## config.mk

```make
export PLATFORM = sky130hd
export DESIGN_NAME = ahb_arbiter_mux
export DESIGN_NICKNAME = d
export VERILOG_FILES = /design/src/rtl/ahb_arb_pkg.sv /design/src/rtl/ahb_grant_select.sv /design/src/rtl/ahb_arbiter_mux.sv
export VERILOG_INCLUDE_DIRS = /design/src /design/src/rtl
export SDC_FILE = /design/constraint.sdc
export NUM_CORES = 1
export LEC_CHECK = 0
export CORE_AREA = 4 4 85 87
export DETAILED_ROUTE_END_ITERATION = 10
export DIE_AREA = 0 0 89 91
export HOLD_SLACK_MARGIN = 0.15
export PLACE_DENSITY = 0.75
export SETUP_SLACK_MARGIN = 0.4
export SKIP_CTS_REPAIR_TIMING = 1
export SLEW_MARGIN = 15
export SYNTH_ARGS = -nofsm -noshare
export SYNTH_HDL_FRONTEND = slang
export SYNTH_SLANG_ARGS = --single-unit
export TNS_END_PERCENT = 5
```

## constraint.sdc

```tcl
create_clock -name clk -period 4.3 [get_ports clk]
set_clock_uncertainty 0.1 [all_clocks]
set_input_delay 0.645 -clock clk [delete_from_list [all_inputs] [get_ports clk]]
set_output_delay 0.645 -clock clk [all_outputs]
set_load 0.005 [all_outputs]
```

## src/rtl/macro.sv

```systemverilog
// macro.sv: bus-width defines shared by the AHB arbiter and its users.
`ifndef AHB_MACRO_SV
`define AHB_MACRO_SV
`define AHB_ADDR_BITS 32
`define AHB_DATA_BITS 32
`endif

```

## src/rtl/ahb_arb_pkg.sv

```systemverilog
// ahb_arb_pkg: master ids and AHB transfer encodings for the arbiter.
package ahb_arb_pkg;
    typedef enum logic [1:0] {
        MST_DEFAULT = 2'd0,
        MST_M1      = 2'd1,
        MST_M2      = 2'd2
    } mst_e;
    localparam logic [1:0] IDLE   = 2'b00;
    localparam logic [1:0] BUSY   = 2'b01;
    localparam logic [1:0] NONSEQ = 2'b10;
    localparam logic [1:0] SEQ    = 2'b11;
    localparam logic [2:0] HSIZE_WORD = 3'b010;
endpackage

```

## src/rtl/ahb_grant_select.sv

```systemverilog
// ahb_grant_select: combinational next-grant choice; M2 over M1, or round-robin
// with a hold limit when ARB_ROUND_ROBIN_EN is defined.
module ahb_grant_select
    import ahb_arb_pkg::*;
`ifdef ARB_ROUND_ROBIN_EN
#(
    parameter int HOLD_MAX = 16
)
`endif
(
    input  logic i_req1,
    input  logic i_req2,
`ifdef ARB_ROUND_ROBIN_EN
    input  mst_e i_grant,
    input  mst_e i_last,
    input  logic [$clog2(HOLD_MAX+1)-1:0] i_hold_cnt,
`endif
    output mst_e o_next
);
`ifdef ARB_ROUND_ROBIN_EN
    localparam int CW = $clog2(HOLD_MAX + 1);
    mst_e w_tie;
    // A parked bus hands a tie to whoever did not own last; an owner keeps it until its quota runs out.
    assign w_tie = (i_grant == MST_DEFAULT) ? ((i_last == MST_M1) ? MST_M2 : MST_M1)
                 : (i_hold_cnt >= CW'(HOLD_MAX - 1)) ? ((i_grant == MST_M1) ? MST_M2 : MST_M1)
                 : i_grant;
    assign o_next = (i_req1 && i_req2) ? w_tie : i_req2 ? MST_M2 : i_req1 ? MST_M1 : MST_DEFAULT;
`else
    assign o_next = i_req2 ? MST_M2 : i_req1 ? MST_M1 : MST_DEFAULT;
`endif
endmodule

```

## src/rtl/ahb_arbiter_mux.sv

```systemverilog
// ahb_arbiter_mux: two-master AHB arbiter and bus mux, parking on an IDLE default master.
// Define ARB_ROUND_ROBIN_EN for round-robin arbitration with a HOLD_MAX quota.
`include "macro.sv"
module ahb_arbiter_mux
    import ahb_arb_pkg::*;
#(
    parameter int ADDR_W = `AHB_ADDR_BITS,
    parameter int DATA_W = `AHB_DATA_BITS
`ifdef ARB_ROUND_ROBIN_EN
    , parameter int HOLD_MAX = 16
`endif
) (
    input  logic              clk,
    input  logic              rst,
    input  logic              HBUSREQ_M1,
    input  logic              HBUSREQ_M2,
    input  logic              HLOCK_M1,
    input  logic              HLOCK_M2,
    input  logic [ADDR_W-1:0] HADDR_M1,
    input  logic [ADDR_W-1:0] HADDR_M2,
    input  logic [1:0]        HTRANS_M1,
    input  logic [1:0]        HTRANS_M2,
    input  logic              HWRITE_M1,
    input  logic              HWRITE_M2,
    input  logic [2:0]        HSIZE_M1,
    input  logic [2:0]        HSIZE_M2,
    input  logic [DATA_W-1:0] HWDATA_M1,
    input  logic [DATA_W-1:0] HWDATA_M2,
    input  logic              HREADY,
    output logic              HGRANT_M1,
    output logic              HGRANT_M2,
    output logic [1:0]        HMASTER,
    output logic              HMASTLOCK,
    output logic [ADDR_W-1:0] HADDR,
    output logic [1:0]        HTRANS,
    output logic              HWRITE,
    output logic [2:0]        HSIZE,
    output logic [DATA_W-1:0] HWDATA
);
    mst_e r_grant, r_hmaster, r_hmaster_d, w_next, w_grant_d;
    logic r_mastlock, w_lock_g, w_hold;

    assign w_lock_g  = (r_grant == MST_M1 && HLOCK_M1) || (r_grant == MST_M2 && HLOCK_M2);
    // Locked owners and bursts in flight (BUSY/SEQ on the bus) keep the grant.
    assign w_hold    = w_lock_g || HTRANS == BUSY || HTRANS == SEQ;
    assign w_grant_d = w_hold ? r_grant : w_next;

    always_ff @(posedge clk) begin
        if (rst) begin
            r_grant     <= MST_DEFAULT;
            r_hmaster   <= MST_DEFAULT;
            r_hmaster_d <= MST_DEFAULT;
            r_mastlock  <= 1'b0;
        end else if (HREADY) begin
            r_grant     <= w_grant_d;
            r_hmaster   <= r_grant;
            r_hmaster_d <= r_hmaster;
            r_mastlock  <= w_lock_g;
        end
    end

`ifdef ARB_ROUND_ROBIN_EN
    localparam int CW = $clog2(HOLD_MAX + 1);
    logic [CW-1:0] r_hold_cnt;
    mst_e          r_last;
    logic          w_other_req;

    assign w_other_req = (r_grant == MST_M1 && HBUSREQ_M2) || (r_grant == MST_M2 && HBUSREQ_M1);

    always_ff @(posedge clk) begin
        if (rst) begin
            r_hold_cnt <= '0;
            r_last     <= MST_M1;
        end else if (HREADY) begin
            r_hold_cnt <= (w_grant_d != r_grant) ? '0
                        : (w_other_req && r_hold_cnt != CW'(HOLD_MAX)) ? r_hold_cnt + 1'b1
                        : r_hold_cnt;
            if (r_grant != MST_DEFAULT) r_last <= r_grant;
        end
    end

    ahb_grant_select #(.HOLD_MAX(HOLD_MAX)) u_sel (
        .i_req1     (HBUSREQ_M1),
        .i_req2     (HBUSREQ_M2),
        .i_grant    (r_grant),
        .i_last     (r_last),
        .i_hold_cnt (r_hold_cnt),
        .o_next     (w_next)
    );
`else
    ahb_grant_select u_sel (
        .i_req1 (HBUSREQ_M1),
        .i_req2 (HBUSREQ_M2),
        .o_next (w_next)
    );
`endif

    assign HGRANT_M1 = r_grant == MST_M1;
    assign HGRANT_M2 = r_grant == MST_M2;
    assign HMASTER   = r_hmaster;
    assign HMASTLOCK = r_mastlock;
    assign HADDR     = r_hmaster == MST_M1 ? HADDR_M1  : r_hmaster == MST_M2 ? HADDR_M2  : '0;
    assign HTRANS    = r_hmaster == MST_M1 ? HTRANS_M1 : r_hmaster == MST_M2 ? HTRANS_M2 : IDLE;
    assign HWRITE    = r_hmaster == MST_M1 ? HWRITE_M1 : r_hmaster == MST_M2 ? HWRITE_M2 : 1'b0;
    assign HSIZE     = r_hmaster == MST_M1 ? HSIZE_M1  : r_hmaster == MST_M2 ? HSIZE_M2  : 3'b000;
    assign HWDATA    = r_hmaster_d == MST_M1 ? HWDATA_M1 : r_hmaster_d == MST_M2 ? HWDATA_M2 : '0;
endmodule

```

==> impl_results.md <==
* Setup violations, final at 0
* Cell Area, Synth at 0.001005 mm²
* Tcrit/Tclk final at 67.65%
* Starting Density at 15.82%
* Critical path endpoint category: primary output
* Clk pwr share at 24.9%
* Cell Pwr Density at 110.5 mW/mm²
* Critical Path End: HTRANS[0]
* Post-synthesis sequential area ratio at 13.95%
* Layout cell share with drive strength beyond 1 at 3.636%
* Most used flip-flop cell after synthesis: dfxtp_1
* Top-count cell post-synth: a22o_1
* Worst slew pin tran at 831.7 ps
* 1st-iter DRT viols at 23
* R2r setup slk at 2420 ps
* Cells after Synth at 120
* Clock latency on the worst-skew pair at 230 ps
* Vias/cell at 4.646
* Worst slew margin at 44.43%
* Crit path max fanout at 38
* Switch share at 20.59%
* Via count at 1891
* Power Total at 0.3659 mW
* Outcome: finished, final reports clean
* Clk buf depth at 2
* Async S/R FF share, synth at 0%
* Ports at 222
* Class of the worst hold path: reg2reg
* Global-route wire length before repair at 9.487 mm
* FMAX at 343.8 MHz
* CP startpoint: HMASTER[1]
* Hold Vio Cnt, Final at 0
* Req. time, crit path at 3560 ps
* DRC at 0
* CTS sink cnt at 7
* CTS Buf Count at 3
* Final WL at 6.859 mm
* Startpoint Class: register
* RSZ-0062 raised after global routing: false
* Lkg Pwr at 1.244 nW
* Final slew viol count at 0
* Reg clk slew, reported paths at 40 ps
* Vias in the first global route at 1814
* Internal cell power at 0.2905 mW
* Flop pwr share at 19.2%
* Setup TNS at 0 ps
* Synth cell types at 22
* Reg-to-Reg End: r_grant[0]
* Setup CP Type: reg2out
* Synth-to-Final Area Change at 229.4%
* Critical R2R Launch: HMASTER[1]
* WL/cell at 16.85 µm
* Net switching power at 0.07534 mW
* Core ar. at 0.006350 mm²
* Worst VDD drop at 0.09882 mV
* GPL Wtd Cong at 0.8278
* Die area at 0.008099 mm²
* Combinational power share at 55.9%
* Ant diodes at 0
* DR pass1 iterations at 4
* GR Util All Layers at 14.95%
* Reg2reg path depth at 4
* Root buffer cell: clkbuf_8
* Port Buffers at 221
* Die Span Y at 91 µm
* Max Cap Violations at 0
* Syn_nets at 267
* #FFs+latches synth at 7
* Syn. warnings at 0
* TritonCTS clock tree: built
* Largest net degree at the start of global routing at 39
* Post-DRT Antenna Nets at 0
* Synth top area share at 60.15%
* H-tree levels at 1
* Post-synth EDFFs at 0
* Final HPWL DP at 5.976 mm
* Row count at 29
* Most frequent cells after synthesis: a22o_1 (69), clkbuf_1 (10), dfxtp_1 (7)
* Syn avg cell area at 8.373 µm²
* Area contributors post-synth: a22o_1 (60%), dfxtp_1 (14%), mux2i_1 (4.0%)
* Final nets at 478
* Die width at 89 µm
* GRT Residual Overflow at 0
* CP Data Arrival Time at 2160 ps
* Cell accounting for the most synthesized area: a22o_1
* Antenna violations before repair at 0
* Final min period at 2909 ps
-- worst max-delay path, stage by stage (launching register included) --
cell	delay, ps
dfxtp_1	370
nor2b_4	720
a22o_2	320
clkdlybuf4s50_1	510
-- through the flow --
| step | utilization, % | hold slack [ps] | worst slack (ps) | cell area, µm² | std cells |
|---|---|---|---|---|---|
| after CTS | 52.12 | 396.5 | 1374 | 3309 | 407 |
| after global routing | 52.12 | 408.1 | 1237 | 3309 | 407 |
| after detailed placement | 51.41 | 380.0 | 1613 | 3264 | 403 |
| final | 52.12 | 389.5 | 1391 | 3309 | 407 |
| after floorplan | - | 374.5 | 2273 | 1005 | 120 |
| after global placement | 51.41 | 386.0 | 1660 | 3264 | 403 |
-- final cells by class --
| cell class | instances | area [µm²] |
|---|---|---|
| multi-input combinational | 93 | 789.5 |
| fill | 587 | 3040 |
| sequential | 7 | 140.1 |
| clock buffer | 4 | 45.04 |
| timing repair buffer | 223 | 2227 |
| inverter | 3 | 11.26 |
| tap | 77 | 96.34 |
-- metal layers --
metal / vias to the layer above / wire (µm) / GRT usage (%)
li1: 916 / - / -
met3: 15 / 1075 / 6.425
met5: - / 0 / 0
met2: 135 / 3523 / 29.15
met4: 0 / 191 / 5.211
met1: 825 / 2069 / 13.10
-- power groups by stage --
stage	Combinational, mW	Clock [mW]	Sequential (mW)
finish	0.204	0.0912	0.0702
global route	0.216	0.101	0.0704
CTS	0.206	0.0941	0.0702
global placement	0.203	0	0.0711
floorplan	0.0341	0	0.0707
detailed placement	0.205	0	0.0713
-- worst min-delay path by stage --
| stage | from | to | slack (ps) | cells after the start |
|---|---|---|---|---|
| floorplan | r_grant[0] | r_grant[0] | 370 | 2 |
| CTS | HMASTLOCK | HMASTLOCK | 400 | 1 |
| global placement | HMASTLOCK | HMASTLOCK | 390 | 1 |
| detailed placement | HMASTLOCK | HMASTLOCK | 380 | 1 |
| finish | HMASTLOCK | HMASTLOCK | 390 | 1 |
| global route | HMASTLOCK | HMASTLOCK | 410 | 1 |
-- cells in the final DEF, fill, tap and decap left out --
master	netlist	layout
a21oi_1	1	1
a221o_1	1	1
a22o_1	69	69
a22o_2	1	1
and2b_2	1	1
buf_4	1	2
clkbuf_1	10	1
clkbuf_8	0	3
clkdlybuf4s50_1	0	221
dfxtp_1	7	7
inv_1	2	2
inv_2	1	1
mux2i_1	4	4
nand2_1	1	1
nor2_1	4	4
nor2b_1	3	1
nor2b_2	0	2
nor2b_4	2	2
nor3_1	1	1
o211a_1	1	1
o21a_1	2	2
o21ai_1	1	1
or3_1	1	1
-- kinds of logic (layout without fill, tap and decap cells) --
group	after synthesis	count (layout)	synth area share, %
AND/OR/NAND/NOR	13	13	8.468
multiplexers	4	4	3.985
AO/OA/AOI/OAI	76	76	65.63
buffers and inverters	20	230	7.970
flip-flops	7	7	13.95
-- flip-flops by register name, indices dropped and copies added (netlist names) --
name and count:
r_grant 2, HMASTER 2, HMASTLOCK 1, r_hmaster_d 2
(Power assumes the default switching activity.)
